`src/rtl/state_dump_pkg.sv`:
```
// ============================================================================
// Module   : state_dump_pkg
// Brief    : Shared FSM state enum and constants for the state dump controller.
//            The register-phase states exist only when DUMP_REGS_EN is defined.
// Revision : 1.0 - initial release
// ============================================================================
`default_nettype none

package state_dump_pkg;

  typedef enum logic [2:0] {
    IDLE     = 3'd0,
    MEM_RD   = 3'd1,
    MEM_WAIT = 3'd2,
`ifdef DUMP_REGS_EN
    MEM_OUT  = 3'd3,
    RF_RD    = 3'd4,
    RF_WAIT  = 3'd5,
    RF_OUT   = 3'd6
`else
    MEM_OUT  = 3'd3
`endif
  } state_t;

  localparam logic TAG_MEM    = 1'b0;
  localparam logic TAG_RF     = 1'b1;
  localparam int   WORD_BYTES = 4;

endpackage

`default_nettype wire

```
`src/rtl/dump_out_stage.sv`:
```
// ============================================================================
// Module   : dump_out_stage
// Brief    : Output holding register with valid/ready handshake for dumped words.
// Revision : 1.0 - initial release
// ============================================================================
`default_nettype none

module dump_out_stage #(
  parameter int DATA_W = 32
) (
  input  logic              i_clk,
  input  logic              i_rst_n,
  input  logic              i_load,
  input  logic [DATA_W-1:0] i_data,
  input  logic              i_tag,
  input  logic              i_last,
  input  logic              i_ready,
  output logic [DATA_W-1:0] o_dout,
  output logic              o_valid,
  output logic              o_tag,
  output logic              o_last,
  output logic              o_accept
);

  logic [DATA_W-1:0] r_dout;
  logic              r_valid;
  logic              r_tag;
  logic              r_last;

  always_ff @(posedge i_clk or negedge i_rst_n) begin
    if (!i_rst_n) begin
      r_dout  <= '0;
      r_valid <= 1'b0;
      r_tag   <= 1'b0;
      r_last  <= 1'b0;
    end else if (i_load) begin
      r_dout  <= i_data;
      r_valid <= 1'b1;
      r_tag   <= i_tag;
      r_last  <= i_last;
    end else if (r_valid && i_ready) begin
      // Flags drop with valid so a stale last/tag is never visible.
      r_valid <= 1'b0;
      r_tag   <= 1'b0;
      r_last  <= 1'b0;
    end
  end

  assign o_dout   = r_dout;
  assign o_valid  = r_valid;
  assign o_tag    = r_tag;
  assign o_last   = r_last;
  assign o_accept = r_valid & i_ready;

endmodule

`default_nettype wire

```
`src/rtl/state_dump_ctrl.sv`:
```
// ============================================================================
// Module   : state_dump_ctrl
// Brief    : One-shot PC-triggered dump of a memory window, then (optionally)
//            the register file. Macro DUMP_REGS_EN enables the register phase.
// Revision : 1.0 - initial release
// ============================================================================
`default_nettype none

module state_dump_ctrl
  import state_dump_pkg::*;
#(
  parameter int DATA_W    = 32,
  parameter int ADDR_W    = 32,
  parameter int MEM_BASE  = 256,
  parameter int MEM_WORDS = 64,
  parameter int NUM_REGS  = 32,
  parameter int TRIG_PC   = 0
) (
  input  logic              i_clk,
  input  logic              i_rst_n,
  input  logic              i_arm,
  input  logic [ADDR_W-1:0] i_pc,
  input  logic              i_pc_valid,
  output logic              o_mem_rd,
  output logic [ADDR_W-1:0] o_mem_addr,
  input  logic [DATA_W-1:0] i_mem_rdata,
  output logic              o_rf_rd,
  output logic [4:0]        o_rf_addr,
  input  logic [DATA_W-1:0] i_rf_rdata,
  output logic [DATA_W-1:0] o_dout,
  output logic              o_dout_valid,
  input  logic              i_dout_ready,
  output logic              o_dout_tag,
  output logic              o_dout_last,
  output logic              o_busy,
  output logic              o_armed
);

  localparam int MAX_WORDS = (MEM_WORDS > NUM_REGS) ? MEM_WORDS : NUM_REGS;
  localparam int IDX_W     = (MAX_WORDS > 1) ? $clog2(MAX_WORDS) : 1;

  state_t            r_state, w_state_nxt;
  logic [IDX_W-1:0]  r_idx, w_idx_nxt;
  logic              r_armed;
  logic              w_trigger;
  logic              w_accept;
  logic              w_mem_done;
  logic              w_load;
  logic              w_load_tag;
  logic              w_load_last;
  logic [DATA_W-1:0] w_load_data;

  assign w_trigger  = (r_state == IDLE) && r_armed && i_pc_valid &&
                      (i_pc == ADDR_W'(TRIG_PC));
  assign w_mem_done = (r_idx == IDX_W'(MEM_WORDS - 1));

`ifdef DUMP_REGS_EN
  logic w_rf_done;
  assign w_rf_done = (r_idx == IDX_W'(NUM_REGS - 1));
`else
  logic w_unused_rf;
  assign w_unused_rf = ^i_rf_rdata;
`endif

  always_ff @(posedge i_clk or negedge i_rst_n) begin
    if (!i_rst_n) begin
      r_state <= IDLE;
      r_idx   <= '0;
      r_armed <= 1'b0;
    end else begin
      r_state <= w_state_nxt;
      r_idx   <= w_idx_nxt;
      if (i_arm)
        r_armed <= 1'b1;
      else if (w_trigger)
        r_armed <= 1'b0;
    end
  end

  always_comb begin
    w_state_nxt = r_state;
    w_idx_nxt   = r_idx;
    w_load      = 1'b0;
    w_load_data = i_mem_rdata;
    w_load_tag  = TAG_MEM;
    w_load_last = 1'b0;
    o_mem_rd    = 1'b0;
    o_mem_addr  = '0;
    o_rf_rd     = 1'b0;
    o_rf_addr   = '0;
    case (r_state)
      IDLE: begin
        if (w_trigger) begin
          w_state_nxt = MEM_RD;
          w_idx_nxt   = '0;
        end
      end
      MEM_RD: begin
        o_mem_rd    = 1'b1;
        o_mem_addr  = ADDR_W'(MEM_BASE) + ADDR_W'(r_idx) * ADDR_W'(WORD_BYTES);
        w_state_nxt = MEM_WAIT;
      end
      MEM_WAIT: begin
        w_load      = 1'b1;
`ifdef DUMP_REGS_EN
        w_load_last = 1'b0;
`else
        w_load_last = w_mem_done;
`endif
        w_state_nxt = MEM_OUT;
      end
      MEM_OUT: begin
        if (w_accept) begin
          if (!w_mem_done) begin
            w_state_nxt = MEM_RD;
            w_idx_nxt   = r_idx + IDX_W'(1);
          end else begin
            w_idx_nxt   = '0;
`ifdef DUMP_REGS_EN
            w_state_nxt = RF_RD;
`else
            w_state_nxt = IDLE;
`endif
          end
        end
      end
`ifdef DUMP_REGS_EN
      RF_RD: begin
        o_rf_rd     = 1'b1;
        o_rf_addr   = 5'(r_idx);
        w_state_nxt = RF_WAIT;
      end
      RF_WAIT: begin
        w_load      = 1'b1;
        w_load_data = i_rf_rdata;
        w_load_tag  = TAG_RF;
        w_load_last = w_rf_done;
        w_state_nxt = RF_OUT;
      end
      RF_OUT: begin
        if (w_accept) begin
          w_idx_nxt   = w_rf_done ? '0 : r_idx + IDX_W'(1);
          w_state_nxt = w_rf_done ? IDLE : RF_RD;
        end
      end
`endif
      default: w_state_nxt = IDLE;
    endcase
  end

  dump_out_stage #(
    .DATA_W (DATA_W)
  ) u_out (
    .i_clk    (i_clk),
    .i_rst_n  (i_rst_n),
    .i_load   (w_load),
    .i_data   (w_load_data),
    .i_tag    (w_load_tag),
    .i_last   (w_load_last),
    .i_ready  (i_dout_ready),
    .o_dout   (o_dout),
    .o_valid  (o_dout_valid),
    .o_tag    (o_dout_tag),
    .o_last   (o_dout_last),
    .o_accept (w_accept)
  );

  assign o_busy  = (r_state != IDLE);
  assign o_armed = r_armed;

endmodule

`default_nettype wire

```
`config.mk`:
```
export PLATFORM = sky130hd
export DESIGN_NAME = state_dump_ctrl
export DESIGN_NICKNAME = d
export VERILOG_FILES = /design/src/rtl/state_dump_pkg.sv /design/src/rtl/dump_out_stage.sv /design/src/rtl/state_dump_ctrl.sv
export SDC_FILE = /design/constraint.sdc
export NUM_CORES = 1
export LEC_CHECK = 0
export CORE_ASPECT_RATIO = 0.6
export CORE_MARGIN = 8
export CORE_UTILIZATION = 31
export CTS_BUF_LIST = sky130_fd_sc_hd__clkbuf_2
export DETAILED_ROUTE_END_ITERATION = 12
export PLACE_DENSITY_LB_ADDON = 0.25
export SYNTH_ARGS = -nofsm -noshare
export SYNTH_HDL_FRONTEND = slang
export SYNTH_SLANG_ARGS = --single-unit
```
`constraint.sdc`:
```
create_clock -name i_clk -period 2.1 [get_ports i_clk]
set_input_delay 0.63 -clock i_clk [delete_from_list [all_inputs] [get_ports i_clk]]
set_output_delay 0.63 -clock i_clk [all_outputs]
set_load 0.005 [all_outputs]
```
---- Word-level counts from Yosys, hierarchy flattened ----
Cells that the tools add are included.
word-level totals
  register bits ........................... 45
  input bits .............................. 101
  word-level logic and storage cells ...... 46
  output and inout port bits .............. 76
operators by class
  reduce and logical (&&, ||, !) cells .... 12
  bitwise operators ....................... 1
  equal/unequal tests ..................... 6
  add/sub/neg operators ................... 2
  mux-type cells .......................... 18
operators by type and width
  cell                                                  number
  logical NOT 32 bit                                    1
  2-to-1 mux 6 bit                                      3
  one-hot mux 3 bit (4 select lines)                    1
  one-hot mux 6 bit (2 select lines)                    1
  adder 9 x 8 -> 10 bit (first input constant)          1
  2-to-1 mux 1 bit                                      10
  2-to-1 mux 10 bit                                     1
  adder 6 x 1 -> 6 bit (second input constant)          1
  equality test 3 x 2 -> 1 bit (second input constant)  2
  equality test 6 bit (second input constant)           1
  2-to-1 mux 3 bit                                      2
  nonzero test 2 bit                                    3
  logical AND 1 bit                                     4
  equality test 3 x 1 -> 1 bit (second input constant)  1
  logical NOT 3 bit                                     1
  AND reduction 3 bit                                   1
  nonzero test 3 bit                                    1
  != test 2 x 1 -> 1 bit (second input constant)        1
  != test 2 bit (second input constant)                 1
  AND reduction 2 bit                                   1
  bitwise AND 1 bit                                     1

---- Depth between registers and ports, before layout ----
Gate-level depths: netlist of the first run.
  word-level depth ........................ 6
  gate-level depth with buffers ........... 7
  gate-level depth less buffers ........... 7

---- Cells and area by module ----
Synthesis of the first run repeated with hierarchy kept, for this count alone.
unflattened totals
  cell total of the unflattened synthesis .. 195
  area, all modules ....................... 2424.8 µm²
modules (own cells, without submodules)
  module           area each (µm²)  cells an instance  instances  seq. area each (µm²)
  dump_out_stage   1452.6           79                 1          875.8
  state_dump_ctrl  972.2            116                1          225.2

---- Worst setup path before layout of the first run ----
Ideal clock, no wire load.
  path kind ............................... input -> register
  start point ............................. input i_pc[27]
  end point ............................... register r_idx[0]
  path slack .............................. 116 ps
  data arrival time ....................... 1857 ps
  cell stages on the path ................. 5
  path buffers ............................ 0
  required time ........................... 1972 ps
  setup time .............................. 128 ps
  cell sequence ........................... nor4_2 -> nand4_1 -> nor4_1 -> a21oi_2 -> mux2_1
between the ends
  longest elaborated chain between the ends .. 4
ends and longest elaborated chain
  what                           RTL line               RTL
  from (decl)                    state_dump_ctrl.sv:22  input logic [ADDR_W-1:0] i_pc,
  logical NOT 32 bit             state_dump_ctrl.sv:54  (i_pc == ADDR_W'(TRIG_PC));
  logical AND 1 bit              state_dump_ctrl.sv:53  assign w_trigger = (r_state == IDLE) && r_armed && i_pc_valid &&
  != test 2 bit (no line)        n/a
  AND reduction 3 bit (no line)  n/a
  to (signal assigned)           state_dump_ctrl.sv:72  r_idx <= w_idx_nxt;
  to (decl)                      state_dump_ctrl.sv:43  logic [IDX_W-1:0] r_idx, w_idx_nxt;
Every way passes these cells.
A chain may end at the register's enable or synchronous reset.

---- Final worst setup path of the first run ----
  start point ............................. input i_pc[27]
  end point ............................... register r_idx[4]
Same word-level chain as after synthesis.

==> impl.org, run 1 <==
** Yosys
- Counting every instance in the synthesized netlist gives 185.
- Most frequent cell after synthesis :: dfrtp_1
- Count of synthesis-stage warnings from yosys :: 0
- Of the total synthesized cell area, the portion taken by XOR and XNOR cells is 0.
- Post-synth EDFFs :: 0
- Top-area cell type share of the netlist area :: 0.491
- For this run, the register share of the synthesized area comes to 0.491.
- By count the netlist is led by dfrtp_1, buf_4, mux2_2, inv_1, nand2_1.
- Post-synthesis cell type count :: 34
- Post-synthesis compound-gate area fraction :: 0.0496
- Of the total synthesized cell area, the portion taken by full adders, half adders and majority gates is 0.0285.
- Of the post-synthesis cell area, the part taken by muxes is 0.184.
- The largest total area in the synthesized netlist belongs to dfrtp_1.
- Post-Synthesis Cell Area :: approximately 2200 sq um
- For this run, the leading register cell type out of synthesis is dfrtp_1.
- Dominant combinational cell family by area after synthesis :: multiplexers
- Of the total synthesized cell area, the portion taken by AND, OR, NAND and NOR gates is 0.110.
- Yosys reg bits :: 43
- By area the synthesized netlist is led by dfrtp_1, mux2_2, buf_4.
- In this run the mean area of a mapped cell was 11.9 sq um.
- Async SR Flop Fraction :: 1.00

** Place
- Placed Cells incl. Taps :: between 300 and 400
- After detailed placement, the total cell area comes to 3390 sq um.
- Number of port buffers :: 112
- Routability-driven placement congestion ratio :: about 0.8
- Half-perimeter wire length of the detailed placement result :: around 5 mm

** Outcome
- Outcome :: complete, but fails checks
- The final reports fail on setup timing.

** Die
- Die area :: 10,100 sq um
- Count of boundary I/O pins :: 177
- Standard-cell rows :: 23
- Starting density of the core :: 0.324
- In this run the vertical extent of the chip is ~81 um.
- Die X :: 125 um
- In this run the standard cell core region covers 6760 sq um.

** Final layout
- Finished layout cell area :: 3610 sq um
- Final core occ :: 0.534
- Of the cells placed in the final design, the portion with a size suffix greater than 1 is 0.298.
- The count of cells in the finished layout, fillers not included, comes to 407.
- Area Overhead vs Synth :: 64.7%
- The final layout contains 424 nets.

** Critical path
- Flop2flop setup slack :: 0 ps
- The worst setup path is captured at a flip-flop.
- Following the worst setup path forward leads to its endpoint at r_idx[4].
- The worst register-to-register path ends at r_idx[4].
- Along the worst path, the maximum fanout reaches 5.
- Critical path class :: primary input to flip-flop
- Beginning of the worst register-to-register path :: r_state[0]
- Required time worst endpoint :: ~2500 ps
- At the worst endpoint, the arrival time is approximately 2500 ps.
- The most critical setup path has its startpoint at i_pc[27].
- Number of cell instances on the worst register-to-register path :: 7
- Critical path startpoint category :: primary input

** Global route
- Vias in the first global route :: 1,843
- The first global-routing pass estimated 9.64 mm of wire.
- Across every metal layer, demand over resource in global routing totals 0.116.
- Entering global routing, the biggest net connects 27 pins.
- Initial antenna violation count :: 0
- The total overflow left after global routing is 0.

** Min path
- The min-delay analysis places its worst path in the category primary input to async pin.

** Route
- For this block, the initial DRC count from the detailed router was between 80 and 90.
- Dividing the detail-routed wire length by the instance count gives approximately 15 um.
- Detailed-route DRC error count :: 0
- Using the TritonRoute via totals, the vias-per-cell ratio works out to about 4.3.
- For this run, the detailed router's first-pass iteration total came to 4.
- The detail route stage leaves a number of antenna-violating nets equal to 0.
- Post-Route WL :: 6.19 mm
- For this block, the via count after detailed routing is 1,753.

** Timing
- Final hold violation count :: 0
- Setup repair after global routing missed its margin :: true
- In the post-route analysis, the smallest setup slack over all paths is -52.3 ps.
- Hold timing on the final database bottoms out at a slack of 148 ps.
- Based on the critical path, the design can be clocked at up to 465 MHz.
- In the finished design, the share of the clock period the worst path needs comes to 1.02.
- Max-slew violation count :: 0
- Min Tclk post-route :: 2150 ps
- Setup violations remaining at the end of the flow were counted as 1.
- Across the routed clock network, the largest skew measured is around 8.0 ps.

** Clock tree
- At the later pin of the worst-skew pair, clock insertion delay measures 390 ps.
- TritonCTS built the clock tree.
- Total CTS buffers :: 5
- Number of levels in the clock H-tree :: 2
- CTS Buffer Depth :: 2
- Clock input transition at the sequential cells of the worst setup and hold paths :: 230 ps
- Number of clock sinks seen by CTS :: 43
- Clock tree synthesis selected as its root buffer the cell clkbuf_2.

** Flow run
- Max-cap violations in this run came to 0.

** Power
- Dividing total power by cell area gives a power density of ~1200 nW/um^2.
- Leakage dissipation :: 0.00158 uW
- Worst voltage drop across the vdd grid :: a little over 0.0005 V
[placed cells by master, fill, tap and decap left out, types with 2 or more instances in the layout]
cell type and n:
and2_4 4, ha_4 2, nor4_2 8, and3_1 2, bufinv_16 2, mux2_2 33, conb_1 32, nand3_1 4
nand2_1 8, buf_4 19, and2_1 3, clkdlybuf4s50_1 99, inv_2 4, inv_1 4, clkbuf_2 7, o21ai_1 2
a211o_1 2, mux2i_1 2, buf_6 6, buf_2 3, nor2_1 2, dfrtp_1 43, dlymetal6s2s_1 3, ha_1 2
nor3_1 2
[critical path, stage by stage]
cell,delay [ps]
clkdlybuf4s50_1,410
nor4_2,270
nand4_1,200
o41a_1,560
nor4_2,300
a211o_1,130
[cell families (layout without fill, tap and decap cells)]
| kind of cell | count (synthesis) | after routing |
|---|---|---|
| buffers and inverters | 46 | 149 |
| AOI/OAI and AO/OA | 14 | 14 |
| muxes | 36 | 36 |
| and+or+nand+nor | 40 | 40 |
| other | 1 | 33 |
| adders and majority gates | 5 | 5 |
| DFF | 43 | 43 |
[timing repair]
| action | in CTS | in global routing |
|---|---|---|
| hold buffers | 0 | 0 |
| setup buffers | 4 | 3 |
| pin swaps | 2 | 11 |
| endpoints found under the setup margin | 10 | 15 |
| resized for setup | 35 | 27 |
[area by class of cell]
class                           instances  area [sq um]
Fill cell                             623          3150
Timing Repair Buffer                  133          1290
Sequential cell                        43          1080
Multi-Input combinational cell        127          1020
Tap cell                               87           109
Clock inverter                          2          60.1
Clock buffer                            6          30.0
Inverter                                8          30.0
Antenna cell                            1          2.50
[where the power goes]
part           internal [uW]  total [uW]  switching, uW  leakage [uW]
combinational           1510        2370            852       0.00101
clock                    326         603            277     0.0000532
sequential              1230        1470            246      0.000509
total                   3070        4440           1370       0.00158
[stage by stage]
| step | TNS [ps] | total power (uW) | setup slack, ps |
|---|---|---|---|
| after global placement | -2920 | 3670 | -437 |
| final | -52.3 | 4440 | -52.3 |
| after CTS | -76.8 | 4400 | -66.2 |
| after global routing | -639 | 4770 | -81.4 |
| after floorplan | 0 | 2480 | 116 |
| after detailed placement | -3220 | 3720 | -477 |
[worst min-delay path by stage]
stage | startpoint | depth (start not counted) | end | slack, ps
2_1_floorplan | i_rst_n | 0 | o_armed | 330
3_3_place_gp | u_out.o_dout[12] | 1 | u_out.o_dout[12] | 490
3_5_place_dp | u_out.o_dout[12] | 1 | u_out.o_dout[12] | 490
4_1_cts | i_rst_n | 1 | u_out.o_dout[3] | 120
5_1_grt | i_rst_n | 1 | u_out.o_dout[16] | 110
6_report | i_rst_n | 1 | u_out.o_dout[3] | 150
[metal layers]
layer  vias up  global-route usage  share of wire
met5         -                   0              0
met3         0              0.0552          0.088
met4         0              0.0143              0
li1        843                   -              -
met2        66               0.177           0.46
met1       844               0.152           0.46
[registers in the layout, summed over array words and instances (netlist names)]
register	cells
o_armed	1
r_idx	6
u_out.o_last	1
u_out.o_valid	1
u_out.o_dout	32
r_state	2
No activity file was read; power rests on OpenSTA's default activity.
==> run 2: changes to the inputs <==
- CAP_MARGIN: unset -> 20
- CORE_MARGIN: 8 -> unset
==> run 2 against run 1 <==
The flow now finishes without violations. Largest cell class unchanged. Clock skew rose by 13 ps. Hold slack improved by 22 ps. Wire length fell by 16%. Cell area fell by 3.6%. Combinational power fell by 4%.
==> impl.org, run 2 (synthesized netlist as in run 1, its figures left out) <==
** Place
- The total of buffers placed on input and output ports was 112 (unchanged).
- The weighted congestion at the end of routability-driven global placement is 0.753 (was 0.804).
- Post-detailed-placement cell area :: 3380 sq um (was 3390 sq um)
- Half-perimeter wire length of the detailed placement result :: 4.06 mm (was 4.96 mm)
- Pre-CTS setup slack :: -518 ps (was -477 ps)

** Die
- The vertical extent of the die was 67.2 um (was 81.2 um).
- Standard-cell rows :: 23 (unchanged)
- Count of boundary I/O pins :: 177 (unchanged)
- Core area :: 6760 sq um (unchanged)
- Die X :: 111 um (was 125 um)
- The overall die area came to 7430 sq um (was 10,100 sq um).
- Starting density of the core :: 0.324 (unchanged)

** Critical path
- The number of cells on the worst reg-to-reg path was 7 (unchanged).
- Data arrival time of the worst path :: 2400 ps (was 2500 ps)
- Worst R2R End :: r_idx[5] (was r_idx[4])
- The critical path launch point is i_pc[31] (was i_pc[27]).
- The flop-to-flop setup slack is 90 ps (was 0 ps).
- Critical path startpoint category :: primary input (unchanged)
- CP Capture Type :: flip-flop (unchanged)
- Cell-by-cell listing of the critical path :: clkdlybuf4s50_1 > nor4_2 > nand4_1 > o41a_1 > o31ai_2 > a22o_1 (was clkdlybuf4s50_1 > nor4_2 > nand4_1 > o41a_1 > nor4_2 > a211o_1)
- The startpoint of the worst-slack reg-to-reg timing path was r_state[0] (unchanged).
- The biggest fanout along the worst timing path was 5 (unchanged).
- The category of the critical setup timing path is primary input to flip-flop (unchanged).
- The data required time at the worst endpoint is 2440 ps (was 2450 ps).
- The maximum cell stage delay along the critical path came to 520 ps (was 560 ps).
- Crit-path slowest cell :: o41a_1 (unchanged)

** Clock tree
- Clock tree from TritonCTS :: done (unchanged)
- CTS Buffer Depth :: 2 (unchanged)
- The count of clock tree sinks came to 43 (unchanged).
- The root cell of the clock tree is clkbuf_2 (unchanged).
- The TritonCTS buffer count is 5 (unchanged).
- Number of levels in the clock H-tree :: 2 (unchanged)
- Clock input transition at the sequential cells of the worst setup and hold paths :: 210 ps (was 230 ps)
- The insertion delay of the later-clocked pin in the worst-skew pair was 390 ps (about the same).
- Hold_buf cts :: 0 (unchanged)

** Power
- Final total power :: 4100 uW (was 4440 uW)
- The power per cell area is 1180 nW/um^2 (was 1230 nW/um^2).
- The static leakage power came to 0.00152 uW (was 0.00158 uW).
- Worst voltage drop across the vdd grid :: 0.000541 V (was 0.000517 V)

** Route
- The final routed wire length divided by cell count was 13.0 um (was 15.2 um).
- Post-route ant nets :: 0 (unchanged)
- Post-Route WL :: 5.21 mm (was 6.19 mm)
- Number of design-rule violations left by the first detailed-router iteration :: 28 (was 81)
- The detailed-router iteration count before antenna repair was 4 (unchanged).
- The via density per instance was 4.21 (was 4.31).
- Detailed-route DRC error count :: 0 (unchanged)
- The routed via count came to 1,684 (was 1,753).

** Timing
- The worst clock skew came to 20.6 ps (was 8.00 ps).
- The final clock period utilization by the worst path was 0.980 (was 1.02).
- Summed negative setup slack over all endpoints :: 0 ps (was -52.3 ps)
- Final hold slack :: 170 ps (was 148 ps)
- Final WS setup :: 41.7 ps (was -52.3 ps)
- Setup repair after global routing missed its margin :: true (unchanged)
- Final setup vio count :: 0 (was 1)
- Max-slew violation count :: 0 (unchanged)
- The highest clock frequency the design can meet came to 486 MHz (was 465 MHz).
- The number of failing hold endpoints at the final stage was 0 (unchanged).
- Min Tclk post-route :: 2060 ps (was 2150 ps)

** Final layout
- The share of cells above drive strength 1 is 0.252 (was 0.298).
- Number of flip-flops in the largest register :: 32 (unchanged)
- Finished layout cell area :: 3480 sq um (was 3610 sq um)
- Commonest non-fill, non-tap cell in the layout :: clkdlybuf4s50_1 (unchanged)
- Number of antenna cells inserted :: 0 (was 1)
- The number of nets in the layout was 418 (was 424).
- The area taken by flip-flops and latches was 1080 sq um (about the same).
- Fill cell instance count of the final layout :: 606 (was 623)
- Area Overhead vs Synth :: 58.8% (was 64.7%)
- Commonest cells after routing, fill and taps aside :: clkdlybuf4s50_1, dfrtp_1, mux2_2 (unchanged)
- Area of combinational cells with multiple inputs :: 976 sq um (was 1020 sq um)

** Global route
- The initial antenna violation count came to 0 (unchanged).
- Global-route usage over all layers :: 0.139 (was 0.116)
- The aggregate global routing overflow is 0 (unchanged).
- Global-route wire length before repair :: 8.12 mm (was 9.64 mm)
- The pin count of the biggest net entering global routing came to 36 (was 27).
- Vias in the first global route :: 1,639 (was 1,843)

** Outcome
- Outcome :: complete, no violations (was complete, but fails checks)

** Min path
- The type of the most critical hold path is primary input to async pin (unchanged).

** Flow run
- Max-Cap Viols :: 0 (unchanged)
run 2: changes by cell type in the layout (fill, tap and decap cells not counted), moves of 2 or more:
cell and delta:
nor4_1 +5, o21ai_1 -2, buf_4 -8, nor4_2 -5, clkinv_1 +2, bufinv_16 -2
o21ai_0 +2
run 2: metal layers:
metal  GRT usage  wire, um  share of wire  up-vias
met3      0.0494       360          0.069        2
met5           0         0              0        -
met1       0.185      2420           0.47      780
met4      0.0300        19         0.0036        0
li1            -         -              -      836
met2       0.221      2410           0.46       66
run 2: report_power, final:
part	switching, uW	leakage (uW)	internal [uW]
clock	268	0.0000241	74.4
sequential	245	0.000508	1230
combinational	794	0.000984	1490
total	1310	0.00152	2790
run 2: per-stage QoR:
| step | cells | util |
|---|---|---|
| 2_1_floorplan | 216 | - |
| 3_3_place_gp | 389 | 0.500 |
| 3_5_place_dp | 389 | 0.500 |
| 4_1_cts | 400 | 0.512 |
| 5_1_grt | 400 | 0.515 |
| 6_report | 400 | 0.515 |
run 2: critical path: cells and delay by family:
kind                   cells  cell delay (ps)
AO/OA/AOI/OAI              3              880
AND/OR/NAND/NOR            2              450
buffers and inverters      1              430
run 2: layout make-up:
cell class,instances,area share
Clock inverter,3,0.00431
Inverter,8,0.00862
Sequential cell,43,0.309
Multi-Input combinational cell,127,0.280
Clock buffer,5,0.00719
Timing Repair Buffer,127,0.359
Tap cell,87,0.0313
run 2: repair_timing:
action,in CTS,in global routing
resized for setup,40,10
setup buffers,3,0
pin swaps,3,7
setup endpoints to repair,15,13
run 2: worst max path at each step:
stage / slack, ps / to / depth (start not counted)
2_1_floorplan: 120 / r_idx[0] / 5
3_3_place_gp: -440 / r_idx[5] / 6
3_5_place_dp: -520 / r_idx[5] / 6
4_1_cts: -6 / o_mem_addr[2] / 4
5_1_grt: -50 / o_mem_addr[4] / 5
6_report: 40 / r_idx[5] / 6
